[src/rtl/uart_pkg.sv]
// Shared UART definitions: command parser state encoding and ASCII framing constants.
package uart_pkg;

  typedef enum logic [2:0] {
    S_IDLE,
    S_SP1,
    S_ADDR,
    S_SP2,
    S_DATA,
    S_EOL,
    S_ISSUE,
    S_SKIP
  } parser_state_t;

  localparam logic [7:0] ASCII_SP = 8'h20;
  localparam logic [7:0] ASCII_CR = 8'h0D;
  localparam logic [7:0] ASCII_LF = 8'h0A;
  localparam logic [7:0] ASCII_R  = 8'h52;
  localparam logic [7:0] ASCII_W  = 8'h57;

  localparam logic [3:0] LAST_DIGIT_IDX = 4'd7;

  function automatic logic is_eol_char(input logic [7:0] c);
    return (c == ASCII_CR) || (c == ASCII_LF);
  endfunction

endpackage

[src/rtl/hex_nibble_dec.sv]
// Combinational ASCII hex digit decoder; valid is low for any non-hex character.
module hex_nibble_dec #(
  parameter bit LOWER_HEX = 1'b1
) (
  input  logic [7:0] ascii,
  output logic [3:0] nibble,
  output logic       valid
);

  always_comb begin
    nibble = 4'h0;
    valid  = 1'b0;
    if (ascii >= 8'h30 && ascii <= 8'h39) begin
      nibble = ascii[3:0];
      valid  = 1'b1;
    end else if (ascii >= 8'h41 && ascii <= 8'h46) begin
      // 'A'..'F' and 'a'..'f' have low nibbles 1..6
      nibble = ascii[3:0] + 4'd9;
      valid  = 1'b1;
    end else if (LOWER_HEX && ascii >= 8'h61 && ascii <= 8'h66) begin
      nibble = ascii[3:0] + 4'd9;
      valid  = 1'b1;
    end
  end

endmodule

[src/rtl/uart_cmd_parser.sv]
// ASCII command line parser: "R aaaaaaaa" / "W aaaaaaaa dddddddd" terminated by [CR]LF,
// presented as a valid/ready command beat; malformed lines pulse parse_err and are discarded.
module uart_cmd_parser
  import uart_pkg::*;
#(
  parameter bit LOWER_HEX = 1'b1
) (
  input  logic        clk,
  input  logic        rst,
  input  logic [7:0]  rx_data,
  input  logic        rx_valid,
  output logic        rx_ready,
  output logic        cmd_valid,
  input  logic        cmd_ready,
  output logic        cmd_write,
  output logic [31:0] cmd_addr,
  output logic [31:0] cmd_wdata,
  output logic        parse_err
);

  parser_state_t state_q, state_d;
  logic          write_q, write_d;
  logic [31:0]   addr_q, addr_d;
  logic [31:0]   data_q, data_d;
  logic [3:0]    cnt_q, cnt_d;
  logic          cr_q, cr_d;
  logic          err_q, err_d;

  logic [3:0] nibble;
  logic       nibble_valid;
  logic       byte_fire;
  logic       bad_byte;

  hex_nibble_dec #(
    .LOWER_HEX(LOWER_HEX)
  ) u_hex_dec (
    .ascii (rx_data),
    .nibble(nibble),
    .valid (nibble_valid)
  );

  assign rx_ready  = (state_q != S_ISSUE);
  assign byte_fire = rx_valid && rx_ready;
  assign cmd_valid = (state_q == S_ISSUE);
  assign cmd_write = write_q;
  assign cmd_addr  = addr_q;
  assign cmd_wdata = data_q;
  assign parse_err = err_q;

  always_comb begin
    state_d  = state_q;
    write_d  = write_q;
    addr_d   = addr_q;
    data_d   = data_q;
    cnt_d    = cnt_q;
    cr_d     = cr_q;
    err_d    = 1'b0;
    bad_byte = 1'b0;

    if (state_q == S_ISSUE && cmd_ready) begin
      state_d = S_IDLE;
    end

    if (byte_fire) begin
      case (state_q)
        S_IDLE: begin
          if (rx_data == ASCII_R || rx_data == ASCII_W) begin
            state_d = S_SP1;
            write_d = (rx_data == ASCII_W);
            addr_d  = 32'h0;
            data_d  = 32'h0;
          end else if (!is_eol_char(rx_data)) begin
            bad_byte = 1'b1;
          end
        end
        S_SP1: begin
          if (rx_data == ASCII_SP) begin
            state_d = S_ADDR;
            cnt_d   = 4'd0;
          end else begin
            bad_byte = 1'b1;
          end
        end
        S_ADDR: begin
          if (nibble_valid) begin
            addr_d = {addr_q[27:0], nibble};
            cnt_d  = cnt_q + 4'd1;
            if (cnt_q == LAST_DIGIT_IDX) begin
              state_d = write_q ? S_SP2 : S_EOL;
              cr_d    = 1'b0;
            end
          end else begin
            bad_byte = 1'b1;
          end
        end
        S_SP2: begin
          if (rx_data == ASCII_SP) begin
            state_d = S_DATA;
            cnt_d   = 4'd0;
            data_d  = 32'h0;
          end else begin
            bad_byte = 1'b1;
          end
        end
        S_DATA: begin
          if (nibble_valid) begin
            data_d = {data_q[27:0], nibble};
            cnt_d  = cnt_q + 4'd1;
            if (cnt_q == LAST_DIGIT_IDX) begin
              state_d = S_EOL;
              cr_d    = 1'b0;
            end
          end else begin
            bad_byte = 1'b1;
          end
        end
        S_EOL: begin
          if (rx_data == ASCII_CR && !cr_q) begin
            cr_d = 1'b1;
          end else if (rx_data == ASCII_LF) begin
            state_d = S_ISSUE;
          end else begin
            bad_byte = 1'b1;
          end
        end
        S_SKIP: begin
          if (rx_data == ASCII_LF) begin
            state_d = S_IDLE;
          end
        end
        default: begin
          state_d = state_q;
        end
      endcase
    end

    // An offending LF already ends the line, so only other bytes need resynchronising.
    if (bad_byte) begin
      err_d   = 1'b1;
      state_d = (rx_data == ASCII_LF) ? S_IDLE : S_SKIP;
    end
  end

  always_ff @(posedge clk or negedge rst) begin
    if (!rst) begin
      state_q <= S_IDLE;
      write_q <= 1'b0;
      addr_q  <= 32'h0;
      data_q  <= 32'h0;
      cnt_q   <= 4'd0;
      cr_q    <= 1'b0;
      err_q   <= 1'b0;
    end else begin
      state_q <= state_d;
      write_q <= write_d;
      addr_q  <= addr_d;
      data_q  <= data_d;
      cnt_q   <= cnt_d;
      cr_q    <= cr_d;
      err_q   <= err_d;
    end
  end

endmodule

[config.mk]
export PLATFORM = sky130hd
export DESIGN_NAME = uart_cmd_parser
export DESIGN_NICKNAME = d
export VERILOG_FILES = /design/src/rtl/uart_pkg.sv /design/src/rtl/hex_nibble_dec.sv /design/src/rtl/uart_cmd_parser.sv
export SDC_FILE = /design/constraint.sdc
export NUM_CORES = 1
export LEC_CHECK = 0
export ABC_AREA = 1
export BUFFER_PORTS_ARGS = -buffer_cell sky130_fd_sc_hd__clkbuf_2
export CAP_MARGIN = 20
export CORE_MARGIN = 2
export CORE_UTILIZATION = 54
export DETAILED_ROUTE_END_ITERATION = 8
export PLACE_DENSITY_LB_ADDON = 0.15
export SLEW_MARGIN = 10
export SYNTH_ARGS = -nofsm -noshare
export SYNTH_HDL_FRONTEND = slang
export SYNTH_SLANG_ARGS = --single-unit
export TNS_END_PERCENT = 10
[constraint.sdc]
create_clock -name clk -period 2.06 [get_ports clk]
set_clock_uncertainty 0.1 [all_clocks]
set_input_delay 0.412 -clock clk [delete_from_list [all_inputs] [get_ports clk]]
set_output_delay 0.412 -clock clk [all_outputs]
set_load 0.1 [all_outputs]
==> results.json <==
{
  "grt_max_degree": 49,
  "crit_path_max_incr_delay_ns": 0.26,
  "rsz0062_at_grt": "no",
  "p_leak_nw": 2.58,
  "die_y_um": 86.0,
  "cts_tree": "done",
  "io_buffers": 79,
  "worstMarginPinSlew_ns": 0.562,
  "syn_avg_cell_area_um2": 7.97,
  "final_cell_mix": "nand2_1 (219), clkbuf_2 (76), dfrtp_1 (74), inv_1 (31)",
  "pin_count": 80,
  "synth-async-reset-ratio_pct": 100,
  "clk_pin_slew_ns": 0.08,
  "antenna_found_initial": 0,
  "hpwl_um": 5710,
  "place_area_mm2": 0.00421,
  "critical_path_class": "in -> reg",
  "ys_types": 33,
  "nets": 570,
  "crit_path_frequent_cell": "nand2_4",
  "worst_setup_path_end_kind": "flip-flop",
  "rows": 29,
  "finalCritPeriodShare_pct": 91.9,
  "drc_errors": 0,
  "crit_path_max_fanout": 26,
  "slew_headroom_pct": 62.7,
  "ctsHtreeMaxLevel": 3,
  "rrSetupSlack_ns": 0.20,
  "cellPowerDensity_mw_per_mm2": 1230,
  "ant_nets": 0,
  "critPathLaunch": "rx_data[0]",
  "vias_per_cell": 4.96,
  "layout_commonest_cell": "nand2_1",
  "clock_path_buffers": 2,
  "grt_pass1_vias": 2966,
  "clk_latency_ns": 0.33,
  "ys_ff_latch": 74,
  "cp_cell_sequence": "clkbuf_2 -> inv_1 -> ha_1 -> o21ai_1 -> nand2_1 -> nand2_2 -> nand2_4 -> inv_4 -> nand2_4 -> nand2_4 -> buf_4 -> nand2_1 -> o21ai_0",
  "cts_root_buf": "clkbuf_8",
  "crit_arrival_ns": 2.05,
  "ys.flop_type": "dfrtp_1",
  "finalInstanceArea_mm2": 0.00444,
  "die_w_um": 86.0,
  "timing.rr.end": "cnt_q[2]",
  "r2r_start": "state_q[0]",
  "start_kind": "primary input",
  "coreArea_mm2": 0.00642,
  "reg2reg_depth": 8,
  "wirelength_um": 7900,
  "synth_edf_count": 0,
  "setup_viol": 0,
  "gp_congestion": 0.907,
  "placed_cells": 617,
  "status": "finished, final reports clean",
  "critPathRequiredTime_ns": 2.22,
  "seqCellArea_mm2": 0.00185,
  "worstSetupEndpoint": "cmd_addr[17]",
  "grt.total_usage_pct": 22.6,
  "cts_buffers": 9,
  "dr.pass1.iters": 5,
  "synth_fp_nets": 473,
  "p_total_mw": 5.47,
  "start_util_pct": 56.5,
  "multi_input_area_mm2": 0.00153,
  "fmax_mhz": 528,
  "antenna_cells": 0,
  "max_cap_violations": 0,
  "wl_per_cell_um": 12.5,
  "stdcell_count": 634,
  "ir_drop_mv": 0.732,
  "slowest_stage": "buf_4",
  "design.die.area_mm2": 0.00739,
  "yosysSeqAreaShare_pct": 51.1,
  "first_iter_violations": 258,
  "finalCriticalPeriod_ns": 1.89,
  "area_growth_pct": 22.3,
  "layout-drive-gt1-share_pct": 25.9,
  "synthCells": 455,
  "drv_slew": 0,
  "hold_class": "in -> reg",
  "fillers": 533,
  "mappedNetlistArea_mm2": 0.00363,
  "hold_viol_final": 0,
  "clkSinkCount": 74,
  "grt-ovfl-total": 0,
  "yosysWarnings": 0,
  "grt_first_pass_wirelength_um": 13400,
  "route.vias.total": 3143
}
## layer usage
layer | GRT usage, % | routed length (um)
met5 | 0 | 0
met1 | 29.6 | 3590
met4 | 6.35 | 44
met3 | 4.23 | 255
met2 | 38.6 | 4010
## registers in the layout (all words and copies together) (netlist names)
| signal | cells |
|---|---|
| parse_err | 1 |
| cmd_wdata | 32 |
| cnt_q | 4 |
| state_q | 3 |
| cmd_write | 1 |
| cr_q | 1 |
| cmd_addr | 32 |
## timing repair
action                                 CTS  global route
setup endpoints to repair                0             2
buffers inserted                         0             0
hold buffers                             1             0
resized for setup                        0             1
endpoints found under the hold margin   26             0
## logic make-up after synthesis
family                     synth area share (%)
AOI/OAI and AO/OA                          4.45
xor gates and xnor gates                  0.242
adders and majority gates                  2.07
buffers and inverters                      7.11
DFF                                        51.1
and+or+nand+nor                            35.1
## worst min path at each step
stage / startpoint / to / slack [ns] / cells after the start
after floorplan: rst / cmd_addr[0] / 0.02 / 0
after global placement: rst / cmd_addr[31] / 0.25 / 1
after detailed placement: rst / cmd_addr[27] / 0.26 / 1
after CTS: rx_valid / parse_err / 0.34 / 3
after global routing: rx_valid / parse_err / 0.38 / 3
final: rx_valid / parse_err / 0.36 / 3
## cells in the mapped netlist (2+ instances only)
library cell	instances	area [um2]
buf_2	6	30.0
nor2_2	2	12.5
nand2_4	3	33.8
inv_6	2	17.5
dfrtp_1	74	1850
or2_2	2	12.5
a21oi_1	6	30.0
buf_6	5	56.3
inv_1	31	116
nor3_1	5	25.0
o21ai_0	22	110
nor2_1	19	71.3
nand3_1	22	110
ha_1	6	75.1
nand4_1	3	18.8
nand2_1	219	822
nand2_2	12	75.1
## critical path, delay by kind of cell
kind            cells  cell delay [ns]
buf+inv             4             0.56
simple gates        6             0.59
fa+ha+maj           1             0.22
compound gates      2             0.24
## through the flow
stage / setup slack [ns] / setup TNS, ns / hold slack, ns / utilization (%)
floorplan: -0.485 / -1.71 / 0.0164 / -
global placement: -0.00992 / -0.145 / 0.252 / 65.5
detailed placement: -0.151 / -5.36 / 0.259 / 65.5
CTS: 0.153 / 0 / 0.340 / 69.0
global route: 0.00355 / 0 / 0.378 / 69.1
finish: 0.167 / 0 / 0.360 / 69.1
## final cells by class
type,count,share of cell area [%]
inverters,36,3.36
clock buffers,10,2.88
repair buffers,99,13.4
well taps,77,2.17
flip-flops and latches,74,41.7
clock inverters,6,2.03
multi-input cells,332,34.4
## where the power goes
part,leakage (nW),switching (mW),internal [mW],total (mW)
clock network,0.107,0.537,0.687,1.22
registers,1.02,0.145,1.63,1.78
logic,1.45,1.95,0.520,2.48
(Power assumes the default switching activity.)
